<file path="src/rtl/run_ctrl.sv">
// run_ctrl: run/halt/single-step control for the bus-based multi-cycle CPU.
// Produces a registered-state clock enable (cpu_en) for every datapath
// register, merges the microstep counter, counts enabled cycles (saturating)
// and optionally stops on a PC breakpoint.
//
// Optional feature macro: RUN_CTRL_BP_EN
//   defined     -> breakpoint comparator, bp_skip and sticky bp_hit are built
//   not defined -> no comparator, bp_addr/bp_en ignored, bp_hit tied 0
//
// Request handshake: run_req/step_req are level-sampled requests with no
// ready; they are accepted only on an edge where the state is IDLE (run_req
// wins), acceptance shows as cpu_en=1 in the following cycle, and they are
// ignored in every other state. halt_req/sc_clr are qualifiers from the
// control unit and only take effect in a cycle where cpu_en=1.
module run_ctrl #(
  parameter int          ADDR_W   = 8,
  parameter int          STEP_W   = 4,
  parameter int          STEP_MAX = 15,
  parameter int          CYC_W    = 16,
  parameter int unsigned AUTO_RUN = 1
) (
  input  logic              clk,
  input  logic              reset,
  input  logic              run_req,
  input  logic              step_req,
  input  logic              halt_req,
  input  logic              sc_clr,
  input  logic [ADDR_W-1:0] pc,
  input  logic [ADDR_W-1:0] bp_addr,
  input  logic              bp_en,
  output logic              cpu_en,
  output logic [STEP_W-1:0] step,
  output logic [1:0]        state,
  output logic [CYC_W-1:0]  cycles,
  output logic              bp_hit
);

  typedef enum logic [1:0] {
    ST_IDLE = 2'b00,
    ST_RUN  = 2'b01,
    ST_STEP = 2'b10,
    ST_HALT = 2'b11
  } state_e;

  localparam state_e            RST_STATE = (AUTO_RUN != 0) ? ST_RUN : ST_IDLE;
  localparam logic [STEP_W-1:0] STEP_LAST = STEP_W'(STEP_MAX);

  state_e              state_q, state_d;
  logic [STEP_W-1:0]   step_q, step_d;
  logic [CYC_W-1:0]    cyc_q, cyc_d;
  logic                active;
  logic                trip;
  logic                en;
  logic                boundary;
  logic                accept;

  assign active   = (state_q == ST_RUN) || (state_q == ST_STEP);
  assign en       = active && !trip;
  assign boundary = en && (sc_clr || (step_q == STEP_LAST));
  assign accept   = (state_q == ST_IDLE) && (run_req || step_req);

`ifdef RUN_CTRL_BP_EN
  logic bp_skip_q, bp_skip_d;
  logic bp_hit_q, bp_hit_d;

  // A trip only fires at the first microstep of an instruction, and never on
  // the very instruction we just resumed at (bp_skip).
  assign trip = active && bp_en && (step_q == '0) && (pc == bp_addr) && !bp_skip_q;

  // Resume bookkeeping: accept arms the skip and clears the sticky hit.
  always_comb begin
    bp_skip_d = bp_skip_q;
    bp_hit_d  = bp_hit_q;
    if (accept) begin
      bp_skip_d = 1'b1;
      bp_hit_d  = 1'b0;
    end else begin
      if (en)   bp_skip_d = 1'b0;
      if (trip) bp_hit_d  = 1'b1;
    end
  end

  // Breakpoint state registers.
  always_ff @(posedge clk or posedge reset) begin
    if (reset) begin
      bp_skip_q <= 1'b0;
      bp_hit_q  <= 1'b0;
    end else begin
      bp_skip_q <= bp_skip_d;
      bp_hit_q  <= bp_hit_d;
    end
  end

  assign bp_hit = bp_hit_q;
`else
  logic unused_bp;

  assign trip      = 1'b0;
  assign bp_hit    = 1'b0;
  assign unused_bp = ^{pc, bp_addr, bp_en};
`endif

  // Next-state logic; halt outranks the instruction boundary in STEP.
  always_comb begin
    state_d = state_q;
    case (state_q)
      ST_IDLE: begin
        if (accept) state_d = run_req ? ST_RUN : ST_STEP;
      end
      ST_RUN: begin
        if (en && halt_req) state_d = ST_HALT;
        else if (trip)      state_d = ST_IDLE;
      end
      ST_STEP: begin
        if (en && halt_req) state_d = ST_HALT;
        else if (boundary)  state_d = ST_IDLE;
        else if (trip)      state_d = ST_IDLE;
      end
      ST_HALT: state_d = ST_HALT;
      default: state_d = RST_STATE;
    endcase
  end

  // Microstep and saturating enabled-cycle counters advance only when enabled.
  always_comb begin
    step_d = step_q;
    cyc_d  = cyc_q;
    if (en) begin
      step_d = boundary ? '0 : step_q + STEP_W'(1);
      if (cyc_q != '1) cyc_d = cyc_q + CYC_W'(1);
    end
  end

  // Control state registers; reset clears everything regardless of cpu_en.
  always_ff @(posedge clk or posedge reset) begin
    if (reset) begin
      state_q <= RST_STATE;
      step_q  <= '0;
      cyc_q   <= '0;
    end else begin
      state_q <= state_d;
      step_q  <= step_d;
      cyc_q   <= cyc_d;
    end
  end

  assign cpu_en = en;
  assign step   = step_q;
  assign state  = state_q;
  assign cycles = cyc_q;

endmodule

</file>
<file path="config.mk">
export PLATFORM = sky130hd
export DESIGN_NAME = run_ctrl
export DESIGN_NICKNAME = d
export VERILOG_FILES = /design/src/rtl/run_ctrl.sv
export SDC_FILE = /design/constraint.sdc
export NUM_CORES = 1
export LEC_CHECK = 0
export ABC_AREA = 0
export CELL_PAD_IN_SITES_DETAIL_PLACEMENT = 0
export CELL_PAD_IN_SITES_GLOBAL_PLACEMENT = 2
export CORE_AREA = 2 2 71 73
export CTS_BUF_LIST = sky130_fd_sc_hd__clkbuf_4
export CTS_CLUSTER_DIAMETER = 120
export DETAILED_ROUTE_END_ITERATION = 7
export DIE_AREA = 0 0 73 75
export PLACE_DENSITY = 0.76
export SLEW_MARGIN = 30
export SYNTH_ARGS = -nofsm -noshare
export SYNTH_HDL_FRONTEND = slang
export SYNTH_SLANG_ARGS = --single-unit
</file>
<file path="constraint.sdc">
create_clock -name clk -period 2.51 [get_ports clk]
set_clock_uncertainty 0.05 [all_clocks]
set_input_delay 0.6275 -clock clk [delete_from_list [all_inputs] [get_ports clk]]
set_output_delay 0.6275 -clock clk [all_outputs]
set_load 0.02 [all_outputs]
</file>
==> flow_summary.yaml <==
synth:
  synth_flop_cell: "dfrtp_1"
  yosysTopAreaCell: "dfrtp_1"
  yosysUniqueCellTypes: 37
  syn_area_per_cell_sq_um: 10.53
  synthDominantCellAreaShare_pct: 43.03
  syn_area_sq_mm: 0.001221
  ys_seq_area_share_pct: 45.18
  synth_common_cells: "21 x dfrtp_1, 12 x nand2_1, 7 x mux2_2"
  synth_cells: 116
  synth.area.top_cells: "dfrtp_1 43%, mux2_2 6.5%, ha_1 6.1%"
  yosysMostFrequentCell: "dfrtp_1"
  yosysWarnings: 0
  synth-edff-count: 0
  ys_ff_latch: 22
  ys_async_sr_fraction_pct: 100.0
  syn_nets: 145
timing:
  period_share_pct: 91.44
  post-route-worst-setup-slack_ps: 214.9
  rsz0062_at_grt: "no"
  fin_tns_setup_ps: 0
  hold_slack_ps: 490.5
  fin_crit_ps: 2295
  final_hold_viol_count: 0
  fmax_mhz: 435.7
  setup_viol: 0
  drv_slew: 0
placement:
  placed_cell_area_sq_mm: 0.001580
  io_buffers: 28
  place_ws_ps: 273.4
  hpwl_um: 1951
  gp_congestion: 0.7440
worst_setup_path:
  cp_slowest_cell: "dfstp_2"
  path_cells: "inv_1 -> ha_1 -> dlygate4sd2_1"
  critical-path-top-delay-family: "flip-flops"
  crit_arrival_ps: 1620
  path_buf_inv: 2
  worstPathMaxFanout: 5
  path_class: "reg2out"
  start_kind: "flop"
  end_kind: "primary output"
  required_ps: 1830
  crit_path_max_incr_delay_ps: 580
cells_and_area:
  finalInstanceArea_sq_mm: 0.001609
  nets: 179
  insertedDiodeCount: 0
  syn_to_final_growth_pct: 31.76
  layout-drive-gt1-share_pct: 14.09
floorplanning:
  die-area_sq_mm: 0.005475
  fp.dieW_um: 73
  rows: 25
  ioPinCount: 47
  core-area_sq_mm: 0.004661
  die_h_um: 75
  start_util_pct: 26.20
cts:
  cts_tree: "done"
  insertion_delay_ps: 310
  cts_buffer_depth: 2
  cts_root_buf: "clkbuf_4"
  cts_buffers: 3
  post_cts_buffers: 0
  cts.sinks: 22
  cts.htree.levels: 1
  clk_pin_slew_ps: 110
power:
  p_sw_mw: 0.7370
  pwr-share-seq_pct: 35.1
  finalPower_mw: 1.727
  ir_worst_vdd_mv: 0.3763
  p_leak_nw: 0.7186
  power.share.clock_pct: 10.5
  power.internal_mw: 0.9895
  p_per_area_mw_per_mm2: 1073
  combinationalPowerShare_pct: 54.4
  swShare_pct: 42.69
global_routing:
  grt_overflow: 0
  antenna_found_initial: 0
  grt_start_max_net_pins: 23
  grt_pass1_vias: 886
  track_usage_pct: 10.29
  grt_pass1_wl_um: 4333
route:
  drtAntennaViolNets: 0
  drt_iter0_drc: 25
  routed_via_density: 4.867
  vias: 988
  dr.pass1.iters: 4
  routed_wl_um: 2601
  routedWlPerCell_um: 12.81
  drc_errors: 0
status:
  status: "finished clean"
flow_run:
  cap_violations: 0
hold_path:
  hold_path.class: "reg2reg"
## flip-flops by register name, indices dropped and copies added (netlist names)
register  cells
cycles       16
state         2
step          4
## placed cells by master (no fill, tap or decap), types with 2 or more instances in the layout
cell type | Yosys | final
nor3_1 | 6 | 6
o21a_1 | 2 | 2
a21oi_1 | 5 | 5
nand2_1 | 12 | 12
nor4_1 | 4 | 4
inv_1 | 6 | 6
ha_1 | 6 | 6
xnor2_1 | 2 | 2
clkdlybuf4s50_1 | 0 | 27
mux2_2 | 7 | 7
buf_4 | 1 | 3
nor2_1 | 3 | 3
a31oi_1 | 2 | 2
xor2_1 | 6 | 6
dfrtp_1 | 21 | 21
nand4_1 | 3 | 3
o21ai_0 | 5 | 5
nand3_1 | 5 | 5
clkbuf_4 | 0 | 4
## metrics by stage
stage	cells	utilization, %
after floorplan	116	-
after global placement	199	33.91
after detailed placement	199	33.91
after CTS	203	34.52
after global routing	203	34.52
final	203	34.52
## power groups by stage
stage	clock network (mW)	registers (mW)	logic, mW
6_report	0.181	0.606	0.940
5_1_grt	0.207	0.633	1.03
4_1_cts	0.193	0.608	0.957
3_5_place_dp	0	0.615	0.965
3_3_place_gp	0	0.610	0.946
2_1_floorplan	0	0.710	0.491
## timing repair
item                                   CTS  global route
resized for setup                        1             0
endpoints found under the hold margin    0             0
hold buffers                             0             0
setup endpoints to repair                1             0
## routing by layer
| layer | routed length [um] | track usage [%] | vias up |
|---|---|---|---|
| li1 | - | - | 488 |
| met1 | 1250 | 14.18 | 475 |
| met2 | 1227 | 15.62 | 20 |
| met3 | 66 | 1.473 | 5 |
| met4 | 57 | 5.556 | 0 |
| met5 | 0 | 0 | - |
## cells by family (layout without fill, tap and decap cells)
kind of cell / Yosys count / count (layout) / synth area share (%)
and+or+nand+nor: 46 / 46 / 22.54
DFF: 22 / 22 / 45.18
AOI/OAI and AO/OA: 17 / 17 / 10.04
xor gates and xnor gates: 8 / 8 / 5.738
muxes: 8 / 8 / 7.275
buffers and inverters: 8 / 41 / 2.766
adders and majority gates: 6 / 6 / 6.147
other: 1 / 1 / 0.3071
## path summary, 6_finish.rpt
| path | from | to | slack, ps | depth (start not counted) |
|---|---|---|---|---|
| min in group asynchronous | reset | cycles[5] | 600 | 3 |
| min | cycles[6] | cycles[6] | 490 | 1 |
| min reg2reg | cycles[6] | cycles[6] | 490 | 1 |
| max reg2reg | state[0] | cycles[15] | 370 | 6 |
| max | state[0] | cpu_en | 210 | 3 |
| max in group asynchronous | reset | state[0] | 1520 | 3 |
## area by class of cell
| cell class | count | area [sq um] |
|---|---|---|
| Inverter | 6 | 22.52 |
| Clock buffer | 4 | 30.03 |
| Sequential cell | 22 | 551.8 |
| Fill cell | 473 | 3052 |
| Tap cell | 54 | 67.56 |
| Timing Repair Buffer | 31 | 301.5 |
| Multi-Input combinational cell | 86 | 635.6 |
Power figures use the tool's default switching activity.
==> variant 1, RTL diff (same settings) <==
Add an input register stage for `run_req`, `step_req`, `halt_req` and `sc_clr`, with the module's reset; this delays them by one clock. The other inputs are not delayed to match.
--- a/src/rtl/run_ctrl.sv
+++ b/src/rtl/run_ctrl.sv
@@ -47,2 +47,21 @@
 
+  logic run_req_q;
+  logic step_req_q;
+  logic halt_req_q;
+  logic sc_clr_q;
+
+  always_ff @(posedge clk or posedge reset) begin
+    if (reset) begin
+      run_req_q  <= '0;
+      step_req_q <= '0;
+      halt_req_q <= '0;
+      sc_clr_q   <= '0;
+    end else begin
+      run_req_q  <= run_req;
+      step_req_q <= step_req;
+      halt_req_q <= halt_req;
+      sc_clr_q   <= sc_clr;
+    end
+  end
+
   state_e              state_q, state_d;
@@ -58,4 +77,4 @@
   assign en       = active && !trip;
-  assign boundary = en && (sc_clr || (step_q == STEP_LAST));
-  assign accept   = (state_q == ST_IDLE) && (run_req || step_req);
+  assign boundary = en && (sc_clr_q || (step_q == STEP_LAST));
+  assign accept   = (state_q == ST_IDLE) && (run_req_q || step_req_q);
 
@@ -107,6 +126,6 @@
       ST_IDLE: begin
-        if (accept) state_d = run_req ? ST_RUN : ST_STEP;
+        if (accept) state_d = run_req_q ? ST_RUN : ST_STEP;
       end
       ST_RUN: begin
-        if (en && halt_req) state_d = ST_HALT;
+        if (en && halt_req_q) state_d = ST_HALT;
         else if (trip)      state_d = ST_IDLE;
@@ -114,3 +133,3 @@
       ST_STEP: begin
-        if (en && halt_req) state_d = ST_HALT;
+        if (en && halt_req_q) state_d = ST_HALT;
         else if (boundary)  state_d = ST_IDLE;
Check against the original RTL: not equivalent (Yosys sat finds a counterexample within 4 cycles, from zero or initial values and one cycle with reset high).
==> variant 1 against the original RTL <==
- cell count grew 2.5%
- maximum frequency is 2.2% lower
- utilization rose by 2.2 points
- total power increased by 6.6%
- via count up 5.9%
- sequential cell count is 4 higher
- final area grew 6.5%
- routed wire length up 8.7%
- setup slack worse by 0.052 ns
- synthesized area increased by 8.2%
- combinational power increased by 3.1%
- worst hold slack gained 0.0014 ns
==> variant 1: results (changes against the original RTL) <==
[worst_setup_path]
critPathArrivalTime_ns = 1.67  ; +0.05 ns
reg2reg_from = state[0]
max_stage_delay_ns = 0.60  ; +0.02 ns

[final_layout]
layout.nets = 184  ; +2.8%
drive_gt1_share_pct = 13.6  ; -0.46 points
fillers = 458  ; -3.2%

[global_route]
grtUsageTotal_pct = 11.7  ; +1.5 points
grt_pass1_wl_um = 4890  ; +13%
met3_usage_pct = 3.75  ; +2.3 points
grt_max_degree = 27  ; +17%
use_met2_pct = 20.0  ; +4.4 points
groute.layer.met1.usage_pct = 14.7  ; +0.48 points
grt_pass1_vias = 1025  ; +16%

[worst_hold_path]
hp-class = reg -> reg
hold_path_end = step[0]
min_from = step[0]

[route]
viasPerCell = 5.03  ; +3.3%
drtIter0Drc = 66  ; +160%

[synth]
synth_seq_area_share_pct = 49.3  ; +4.2 points
synthTopCellsByArea = dfrtp_1 47%, mux2_2 6.0%, ha_1 5.7%
synth.net_count = 149  ; +2.8%
synthTopCellsByCount = 25 x dfrtp_1, 12 x nand2_1, 7 x mux2_2
synthDistinctLibCells = 37  ; unchanged
async_reset_ff_share_pct = 100  ; unchanged

[outcome]
run_status = complete, no violations

[clock_tree]
htree_levels = 1  ; unchanged
clkLatencyLatePin_ns = 0.33  ; +0.02 ns

[placement]
gp_congestion = 0.775  ; +4.2%
place_area_mm2 = 0.00169  ; +6.8%
dp_hpwl_um = 2050  ; +4.9%

[power_and_ir_drop]
p_leak_nw = 0.767  ; +6.7%

variant 1: layer usage:
metal	routed length [um]	share of wire (%)	vias to the layer above
li1	-	-	501
met1	1290	46	520
met2	1380	49	23
met3	137	4.8	2
met4	18	0.64	0
met5	0	0	-
variant 1: area by class of cell:
| class | instances | share of cell area [%] |
|---|---|---|
| well taps | 54 | 3.94 |
| inverters | 6 | 1.31 |
| repair buffers | 32 | 18.0 |
| multi-input cells | 86 | 37.1 |
| clock buffers | 3 | 1.31 |
| flip-flops and latches | 26 | 38.1 |
| clock inverters | 1 | 0.219 |
variant 1: worst max path at each step:
stage / from / end / slack (ns) / depth (start not counted)
global placement: state[0] / cpu_en / 0.25 / 3
detailed placement: state[0] / cpu_en / 0.25 / 3
finish: state[0] / cpu_en / 0.16 / 3
global route: state[0] / cpu_en / 0.06 / 3
floorplan: state[0] / cycles[15] / 0.23 / 6
CTS: state[0] / cpu_en / 0.14 / 3
variant 1: logic make-up (layout without fill, tap and decap cells):
kind of cell               Yosys count  count (layout)  share of synthesized area, %
DFF                                 26              26                          49.3
adders and majority gates            6               6                          5.68
xor gates and xnor gates             8               8                          5.30
AOI/OAI and AO/OA                   17              17                          9.28
and+or+nand+nor                     46              46                          20.8
other                                1               1                         0.284
muxes                                8               8                          6.72
buffers and inverters                8              42                          2.56
variant 1: worst register-to-register path, stage by stage, from the launching register on:
cell	delay [ns]
dfstp_2	0.60
inv_1	0.07
ha_1	0.34
nand2_1	0.09
or2_1	0.28
nor4_1	0.31
mux2_2	0.36
variant 1: metrics by stage:
step | setup slack (ns) | utilization (%) | hold slack, ns | power, mW | cells
6_report | 0.163 | 36.8 | 0.492 | 1.84 | 208
5_1_grt | 0.0586 | 36.8 | 0.510 | 2.01 | 208
4_1_cts | 0.140 | 36.8 | 0.499 | 1.87 | 208
3_5_place_dp | 0.250 | 36.2 | 0.476 | 1.68 | 204
3_3_place_gp | 0.252 | 36.2 | 0.474 | 1.66 | 204
2_1_floorplan | 0.227 | - | 0.475 | 1.28 | 120
variant 1: power breakdown:
| part | switching [mW] | internal, mW |
|---|---|---|
| Combinational | 0.495 | 0.474 |
| Sequential | 0.144 | 0.535 |
| Clock | 0.134 | 0.0584 |
==> variant 2, RTL diff (same flow settings) <==
Without the edit above. Change the parameter `CYC_W` from 16 to 14.
--- a/src/rtl/run_ctrl.sv
+++ b/src/rtl/run_ctrl.sv
@@ -18,3 +18,3 @@
   parameter int          STEP_MAX = 15,
-  parameter int          CYC_W    = 16,
+  parameter int          CYC_W    = 14,
   parameter int unsigned AUTO_RUN = 1
Ports: changed (resized cycles); port bits go from 47 to 45. The function was not compared with the original's and may differ.
==> variant 2 against the original RTL <==
- setup slack better by 0.027 ns
- critical path type unchanged
- final area fell by 6.5%
- total power decreased by 0.89%
- synthesized area fell by 7.6%
- routed wire length decreased by 10%
- sequential power decreased by 9.4%
- combinational power shrank 4.9%
- sequential cell count decreased by 2
- maximum frequency rose by 1.2%
- utilization fell by 2.3 points
- register-to-register slack worse by 0.06 ns
==> variant 2: results (changes against the original RTL) <==
[route]
dr.pass1.iters = 4  ; unchanged
via_count = 894  ; -9.5%
viasPerCell = 4.73  ; -2.8%
drtIter0Drc = 23  ; -8.0%
routedWlPerCell_um = 12.4  ; -3.5%

[outcome]
run_status = complete, no violations

[global_route]
grt-ovfl-total = 0  ; unchanged
grt_max_degree = 21  ; -8.7%
antenna_found_initial = 0  ; unchanged
grt_pass1_wl_um = 3840  ; -11%
grtUsageTotal_pct = 9.18  ; -1.1 points
grt_pass1_vias = 905  ; +2.1%

[worst_setup_path]
slowest_stage = dfstp_2
max_stage_delay_ns = 0.59
crit_family = flip-flops
crit_fanout = 5  ; unchanged
critPathArrivalTime_ns = 1.59  ; -0.03 ns

[clock_tree]
root_buffer = clkbuf_4
htree_levels = 1  ; unchanged
clkLatencyLatePin_ns = 0.31  ; about the same
clk_pin_slew_ns = 0.13  ; +0.02 ns
cts_buffer_depth = 2  ; unchanged
numCtsBuffers = 3  ; unchanged

[power_and_ir_drop]
peakVddDrop_uv = 365  ; -3.0%
p_leak_nw = 0.632  ; -12%

[final_layout]
layout.nets = 165  ; -7.8%
drive_gt1_share_pct = 18.5  ; +4.4 points
fillers = 480  ; +1.5%
largest_reg_flops = 14  ; -2
diodes = 0  ; unchanged

[placement]
gp_congestion = 0.837  ; +13%
place_area_mm2 = 0.00145  ; -8.1%
dp_hpwl_um = 1760  ; -9.6%
pre_cts_ws_ns = 0.301  ; +0.0274 ns
io_buffers = 26  ; -7.1%
dp.cells = 185  ; -7.0%

[synth]
async_reset_ff_share_pct = 100  ; unchanged
yosys_warnings = 0  ; unchanged
syn_inst = 105  ; -9.5%
synthDistinctLibCells = 44  ; +19%
synthTopCellsByArea = dfrtp_1 42%, ha_1 6.7%, xnor2_1 5.4%
synth.net_count = 134  ; -7.6%
synthTopCellsByCount = 19 x dfrtp_1, 9 x a21oi_1, 7 x xnor2_1
synth_seq_area_share_pct = 44.5  ; -0.73 points

[worst_hold_path]
hp-class = reg -> reg

[variant 2: changes by cell type in the layout (fill, tap and decap cells not counted), sizes merged, moves of 4 or more]
cell   before  now
nand2      12    4
a21oi       5   11
xor2        6    0
nor3        6    1
xnor2       2    7
and3        2    6
[variant 2: metal layers]
layer	global-route usage (%)	wire [um]	up-vias
met1	10.2	1060	425
met3	1.87	98	4
met2	16.2	1140	24
li1	-	-	441
met4	5.35	34	0
met5	0	0	-
[variant 2: repair_timing]
action                     4_1_cts  5_1_grt
resized for setup                1        0
setup endpoints to repair        1        0
hold buffers                     0        0
buffers inserted                 0        0
[variant 2: cell families after synthesis]
group	after synthesis	share of synthesized area [%]
compound gates	25	15.3
xor+xnor	7	5.43
fa+ha+maj	6	6.65
buf+inv	8	3.66
flops	20	44.5
mux	6	6.21
other cells	1	0.332
simple gates	32	18.0
[variant 2: per-stage QoR]
step | hold slack, ns | utilization (%)
6_report | 0.494 | 32.3
5_1_grt | 0.511 | 32.3
4_1_cts | 0.496 | 32.3
3_5_place_dp | 0.478 | 31.2
3_3_place_gp | 0.461 | 31.2
2_1_floorplan | 0.541 | -
[variant 2: worst paths after layout]
| path | startpoint | endpoint | slack [ns] | depth (start not counted) |
|---|---|---|---|---|
| max | state[0] | cpu_en | 0.24 | 3 |
| min | step[3] | step[3] | 0.49 | 1 |
| max reg2reg | state[0] | cycles[11] | 0.31 | 7 |
| min reg2reg | step[3] | step[3] | 0.49 | 1 |
| max in group asynchronous | reset | state[0] | 1.55 | 3 |
| min in group asynchronous | reset | step[2] | 0.57 | 3 |
[variant 2: area by class of cell]
cell class                 instances  area share [%]
multi-input combinational         77            38.9
sequential                        20            33.4
timing repair buffer              28            18.2
tap                               54            4.49
clock inverter                     1            2.00
clock buffer                       3            1.50
inverter                           6            1.50
[variant 2: power by group]
group / switching [mW] / internal (mW) / total (mW)
Combinational: 0.457 / 0.437 / 0.894
Sequential: 0.121 / 0.427 / 0.549
Clock: 0.107 / 0.162 / 0.269
Total: 0.685 / 1.03 / 1.71
